### config.mk
export PLATFORM = sky130hd
export DESIGN_NAME = cla_adder
export DESIGN_NICKNAME = d
export VERILOG_FILES = /design/src/rtl/cla_adder_pkg.sv /design/src/rtl/cla_adder_group4.sv /design/src/rtl/cla_adder.sv
export SDC_FILE = /design/constraint.sdc
export NUM_CORES = 1
export LEC_CHECK = 0
export ABC_AREA = 0
export BUFFER_PORTS_ARGS = -buffer_cell sky130_fd_sc_hd__buf_4
export CAP_MARGIN = 40
export CELL_PAD_IN_SITES_DETAIL_PLACEMENT = 1
export CELL_PAD_IN_SITES_GLOBAL_PLACEMENT = 1
export CORE_UTILIZATION = 30
export CTS_CLUSTER_SIZE = 16
export DETAILED_ROUTE_END_ITERATION = 8
export PLACE_DENSITY_LB_ADDON = 0.05
export SKIP_LAST_GASP = 1
export SLEW_MARGIN = 20
export SYNTH_ARGS = -nofsm -noshare
export SYNTH_HDL_FRONTEND = slang
export SYNTH_SLANG_ARGS = --single-unit
### constraint.sdc
create_clock -name clk -period 2.2 [get_ports clk]
set_input_delay 0 -clock clk [delete_from_list [all_inputs] [get_ports clk]]
set_output_delay 0 -clock clk [all_outputs]
set_load 0.02 [all_outputs]
### src/rtl/cla_adder_pkg.sv
// Shared constants and helpers for the carry-look-ahead adder.
package cla_adder_pkg;

    // Bits per look-ahead group; wider adders are cascades of these.
    localparam int CLA_GROUP = 4;

    // Number of 4-bit groups needed for an operand width.
    function automatic int num_groups(input int width);
        return width / CLA_GROUP;
    endfunction

endpackage

### src/rtl/cla_adder_group4.sv
// One 4-bit carry-look-ahead group: flattened carry equations, no internal ripple.
module cla_group4 (
    input  logic [3:0] a,
    input  logic [3:0] b,
    input  logic       c0,
    output logic [3:0] s,
    output logic       c4,
    output logic       pg,
    output logic       gg
);

    logic [3:0] g;
    logic [3:0] p;
    logic       c1;
    logic       c2;
    logic       c3;

    // Bit generate/propagate, flattened carries, sum bits and group terms.
    always_comb begin
        g  = a & b;
        p  = a ^ b;
        c1 = g[0] | (p[0] & c0);
        c2 = g[1] | (p[1] & g[0]) | (p[1] & p[0] & c0);
        c3 = g[2] | (p[2] & g[1]) | (p[2] & p[1] & g[0]) | (p[2] & p[1] & p[0] & c0);
        c4 = g[3] | (p[3] & g[2]) | (p[3] & p[2] & g[1]) | (p[3] & p[2] & p[1] & g[0])
           | (p[3] & p[2] & p[1] & p[0] & c0);
        s  = p ^ {c3, c2, c1, c0};
        pg = &p;
        // Group generate is c4 with the carry-in forced to zero.
        gg = g[3] | (p[3] & g[2]) | (p[3] & p[2] & g[1]) | (p[3] & p[2] & p[1] & g[0]);
    end

endmodule

### src/rtl/cla_adder.sv
// Registered carry-look-ahead adder built from cascaded 4-bit groups.
// WIDTH must be a positive multiple of 4. One-cycle latency, no backpressure:
// a result is captured on every rising edge where in_valid is high, and
// out_valid mirrors in_valid one cycle later. Results hold while idle.
module cla_adder
    import cla_adder_pkg::*;
#(
    parameter int WIDTH = 4
) (
    input  logic             clk,
    input  logic             rst,
    input  logic             in_valid,
    input  logic [WIDTH-1:0] a,
    input  logic [WIDTH-1:0] b,
    input  logic             cin,
    output logic             out_valid,
    output logic [WIDTH-1:0] sum,
    output logic             cout,
    output logic             grp_p,
    output logic             grp_g
);

    localparam int NG = num_groups(WIDTH);

    logic [WIDTH-1:0] sum_c;
    logic [NG-1:0]    pg;
    logic [NG-1:0]    gg;
    logic             cout_c;
    logic             grp_p_c;
    logic             grp_g_c;

    genvar gi;
    generate
        for (gi = 0; gi < NG; gi++) begin : grp
            logic c_in;
            logic c4_w;

            // A group's c4 already equals GG | PG & c_in, so the next group
            // takes it directly as its carry-in (groups ripple).
            if (gi == 0) begin : g_first
                assign c_in = cin;
            end else begin : g_next
                assign c_in = grp[gi-1].c4_w;
            end

            cla_group4 u_group (
                .a  (a[gi*CLA_GROUP +: CLA_GROUP]),
                .b  (b[gi*CLA_GROUP +: CLA_GROUP]),
                .c0 (c_in),
                .s  (sum_c[gi*CLA_GROUP +: CLA_GROUP]),
                .c4 (c4_w),
                .pg (pg[gi]),
                .gg (gg[gi])
            );
        end
    endgenerate

    assign cout_c = grp[NG-1].c4_w;

    // Whole-word propagate, and whole-word generate (carry chain with cin = 0).
    always_comb begin
        logic acc;
        acc = 1'b0;
        for (int i = 0; i < NG; i++) begin
            acc = gg[i] | (pg[i] & acc);
        end
        grp_g_c = acc;
        grp_p_c = &pg;
    end

    // Result registers load only on valid input; idle inputs never reach them.
    always_ff @(posedge clk or posedge rst) begin
        if (rst) begin
            sum   <= '0;
            cout  <= 1'b0;
            grp_p <= 1'b0;
            grp_g <= 1'b0;
        end else if (in_valid) begin
            sum   <= sum_c;
            cout  <= cout_c;
            grp_p <= grp_p_c;
            grp_g <= grp_g_c;
        end
    end

    // out_valid tracks in_valid with one cycle of latency.
    always_ff @(posedge clk or posedge rst) begin
        if (rst) begin
            out_valid <= 1'b0;
        end else begin
            out_valid <= in_valid;
        end
    end

endmodule

# [Yosys cells after proc, flatten, opt, wreduce, memory -nomap -nowiden]
# Cells that the tools add are included.
[op_classes] bitwise_logic=29 reduce_logical=1
[op_table] op="1-bit bitwise AND" n=16
[op_table] op="1-bit OR" n=10
[op_table] op="4-bit bitwise XOR" n=2
[op_table] op="4-bit bitwise AND" n=1
[op_table] op="4-bit AND reduction" n=1
[totals] wordCells=35 register_bits=8 in_bits=12

# [Longest topological paths before layout]
[logic_depth] depth_word=6 depth_mapped=4 depth_no_buf=4

# [By module]
# Synthesis repeated with hierarchy kept, for this count alone.
[unflattened] hier_cells=40 area_unflattened_um2=515.5
[by_module_without_submodules] mod="cla_adder" cells_per_inst=17 n_inst=1 area_per_inst_um2=320.3
[by_module_without_submodules] mod="cla_group4" cells_per_inst=23 n_inst=1 area_per_inst_um2=195.2

# [Least setup slack after synthesis]
# OpenSTA, ideal clock, no wires.
[synth_timing] path_kind="input-to-reg" start="in a[2]" end="reg sum[3]" n_path_buf=0 t_arrival_ns=0.863 required_time_ns=2.108 setup_ns=0.092 slack_ns=1.245 path_stages=4 cell_sequence="ha_1 -> a21oi_1 -> a31oi_1 -> o31ai_2"
[synth_via] elab_chain_len=6
[synth_rtl] item="start: declaration" line_no="cla_adder.sv:13" rtl="input logic [WIDTH-1:0] a,"
[synth_rtl] item="4-bit bitwise XOR" line_no="cla_adder_group4.sv:21" rtl="p = a ^ b;"
[synth_rtl] item="1-bit bitwise AND" line_no="cla_adder_group4.sv:24" rtl="c3 = g[2] | (p[2] & g[1]) | (p[2] & p[1] & g[0]) | (p[2] & p[1] & p[0] & c0);"
[synth_rtl] item="1-bit OR / 1-bit bitwise AND (equally long branches) (2 in a row)" line_no="cla_adder_group4.sv:24"
[synth_rtl] item="1-bit OR *" line_no="cla_adder_group4.sv:24"
[synth_rtl] item="4-bit bitwise XOR *" line_no="cla_adder_group4.sv:27" rtl="s = p ^ {c3, c2, c1, c0};"
[synth_rtl] item="end signal: assignment" line_no="cla_adder.sv:79" rtl="sum <= sum_c;"
[synth_rtl] item="end: declaration" line_no="cla_adder.sv:17" rtl="output logic [WIDTH-1:0] sum,"
# Every way passes the cells marked *; elsewhere a longest branch is shown, timed or not.
# A chain may end at the register's enable or synchronous reset.

==> flow_metrics.tcl <==
set metrics [dict create \
    outcome "completed" \
    setup_viol 0 \
    leakage_nw 0.342 \
    cts_root_buf "clkbuf_4" \
    ys_types 22 \
    mostFrequentLayoutCell "buf_4" \
    cts_tree "yes" \
    wl_per_cell_um 13.2 \
    cp_slowest_cell "dlygate4sd3_1" \
    min_period_ps 985 \
    reg2reg_from "sum[2]" \
    dr.first_iter.drc_count 0 \
    clock_sinks 8 \
    fillCellCount 167 \
    post-cts-setup-buffers 0 \
    cts-buffers-inserted 3 \
    syn-num-nets 63 \
    syn_area_um2 474 \
    routabilityCongestion 0.714 \
    place_hpwl_um 876 \
    grt_start_max_net_pins 12 \
    crit_arrival_ps 1120 \
    worstSetupEndpoint "sum[2]" \
    antenna_found_initial 0 \
    vdd_drop_max_v 0.000298 \
    placed_cell_area_um2 631 \
    maxSlewViolCount 0 \
    cts-htree-levels 1 \
    design_area_um2 673 \
    cp-end-kind "flop" \
    ys_warn_count 0 \
    hold_violations 0 \
    required_ps 2340 \
    crit_buf_inv 2 \
    rows 13 \
    grt-ovfl-total 0 \
    final_cell_mix "buf_4, dfrtp_1, inv_1, ha_1" \
    ff2ff_path_depth 2 \
    postSynthAreaPerCell_um2 10.5 \
    initial_core_util_pct 34.3 \
    max-cap-violations 0 \
    coreArea_um2 1380 \
    io_pins 20 \
    die_h_um 41.8 \
    cts_buffer_depth 2 \
    fin_util_pct 48.7 \
    cp_num_cells 5 \
    crit_family "buffers and inverters" \
    grt_pass1_wl_um 1930 \
    worstSetupStartpointType "input port" \
    rrSetupSlack_ps 1420 \
    track_usage_pct 15.1 \
    clk_pin_slew_worst_paths_ps 60 \
    cp_max_fo 11 \
    antenna_left 0 \
    slew_headroom_pct 78.4 \
    drc 0 \
    max_freq_mhz 1010 \
    vias 419 \
    n_antenna_cell 0 \
    fin_ws_ps 1210 \
    die_area_um2 1740 \
    postCtsResizedCells 0 \
    seq_area_frac_synth_pct 42.2 \
    r2r-end "sum[2]" \
    wirelength_um 1090 \
    ys_ff_latch 8 \
    syn-instance-count 45 \
    area_growth_pct 42.0 \
    seqCellArea_um2 200 \
    worstSkewPairLatency_ps 250 \
    finClkSkew_ps 0 \
    first_global_vias 418 \
    die_x_um 41.8 \
    crit_type "in2reg" \
    pre_cts_ws_ps 1020 \
    fin_setup_tns_ps 0 \
    hold_path_class "in2reg" \
    detail_route.vias_per_cell 5.05 \
    multi_input_area_um2 246 \
    portBuffers 19 \
    powerDensity_nw_per_um2 654 \
    slowest_delay_ps 530 \
    rsz0062_at_grt "no" \
    final_layout_size_suffix_gt1_share_pct 35.3 \
    path_cells "dlygate4sd3_1 -> buf_4 -> nor2b_1 -> a22oi_1 -> nand3_1" \
    final_nets 88 \
    drtPass1Iterations 1 \
    tightest_slew_ps 324 \
    fin_crit_sh_pct 44.8 \
    cp-startpoint "in_valid" \
]
==> timing repair <==
action	in CTS	in global routing
hold endpoints to repair	9	0
endpoints found under the setup margin	0	0
hold buffers	2	0
==> layer usage <==
| metal | vias up | GRT usage [%] | part of all wire, % |
|---|---|---|---|
| li1 | 207 | - | - |
| met3 | 0 | 5.65 | 4.7 |
| met4 | 0 | 9.68 | 0 |
| met2 | 11 | 22.2 | 48 |
| met1 | 201 | 18.2 | 47 |
| met5 | - | 0 | 0 |
==> flip-flops by register name, indices dropped and copies added, names as in the netlist <==
register	flops
cout	1
grp_g	1
grp_p	1
out_valid	1
sum	4
==> how the worst min path moves through the flow <==
stage                     start        end  slack (ps)  depth (start not counted)
final                       cin     sum[2]         150                          4
after global routing        cin     sum[2]         180                          4
after CTS                   cin     sum[2]         140                          4
after detailed placement    rst  out_valid         -20                          2
after global placement      rst  out_valid         -10                          2
after floorplan             rst       cout        -180                          1
==> cell families (layout without fill, tap and decap cells) <==
logic type,Yosys count,in the layout,share of synthesized area [%]
DFF,8,8,42.2
adders and majority gates,6,6,17.4
xor gates and xnor gates,1,1,1.85
buffers and inverters,7,30,5.80
muxes,1,1,2.37
and+or+nand+nor,11,11,12.7
AOI/OAI and AO/OA,11,11,17.7
==> worst reg2reg max path, delay by kind of cell (launching register included) <==
family | cells | cell delay, ps
and+or+nand+nor | 1 | 90
DFF | 1 | 380
AOI/OAI and AO/OA | 1 | 190
==> cell type report <==
type                            count  area share, %
Timing Repair Buffer               21           24.2
Inverter                            6           3.35
Multi-Input combinational cell     30           36.6
Sequential cell                     8           29.7
Tap cell                           15           2.79
Clock buffer                        3           3.35
==> cells in the mapped netlist (all sizes together) <==
| library cell | n | area, um^2 |
|---|---|---|
| xnor2 | 1 | 8.76 |
| o2bb2ai | 1 | 8.76 |
| fa | 1 | 20.0 |
| dfrtp | 8 | 200 |
| nand4 | 2 | 12.5 |
| nor2b | 1 | 6.26 |
| a21o | 1 | 7.51 |
| o22a | 2 | 17.5 |
| a211o | 1 | 8.76 |
| o31ai | 1 | 12.5 |
| nand2 | 2 | 7.51 |
| and4 | 1 | 8.76 |
| nor2 | 1 | 3.75 |
| nand3 | 3 | 15.0 |
| inv | 6 | 22.5 |
| a21oi | 3 | 15.0 |
| a22oi | 1 | 7.51 |
| ha | 5 | 62.6 |
| buf | 1 | 5.00 |
| mux2 | 1 | 11.3 |
| a31oi | 1 | 6.26 |
| nand2b | 1 | 6.26 |
==> where the power goes <==
| group | leakage (nW) | internal (W) | switching [W] |
|---|---|---|---|
| Clock | 0.0138 | 0.0000628 | 0.0000556 |
| Sequential | 0.0953 | 0.000167 | 0.0000100 |
| Combinational | 0.233 | 0.0000703 | 0.0000745 |
==> through the flow <==
step | total power (W) | hold WS, ps | instances
2_1_floorplan | 0.000262 | -184 | 45
3_3_place_gp | 0.000323 | -13.7 | 78
3_5_place_dp | 0.000325 | -15.6 | 78
4_1_cts | 0.000448 | 143 | 83
5_1_grt | 0.000473 | 179 | 83
6_report | 0.000440 | 148 | 83
Power figures use the tool's default switching activity.
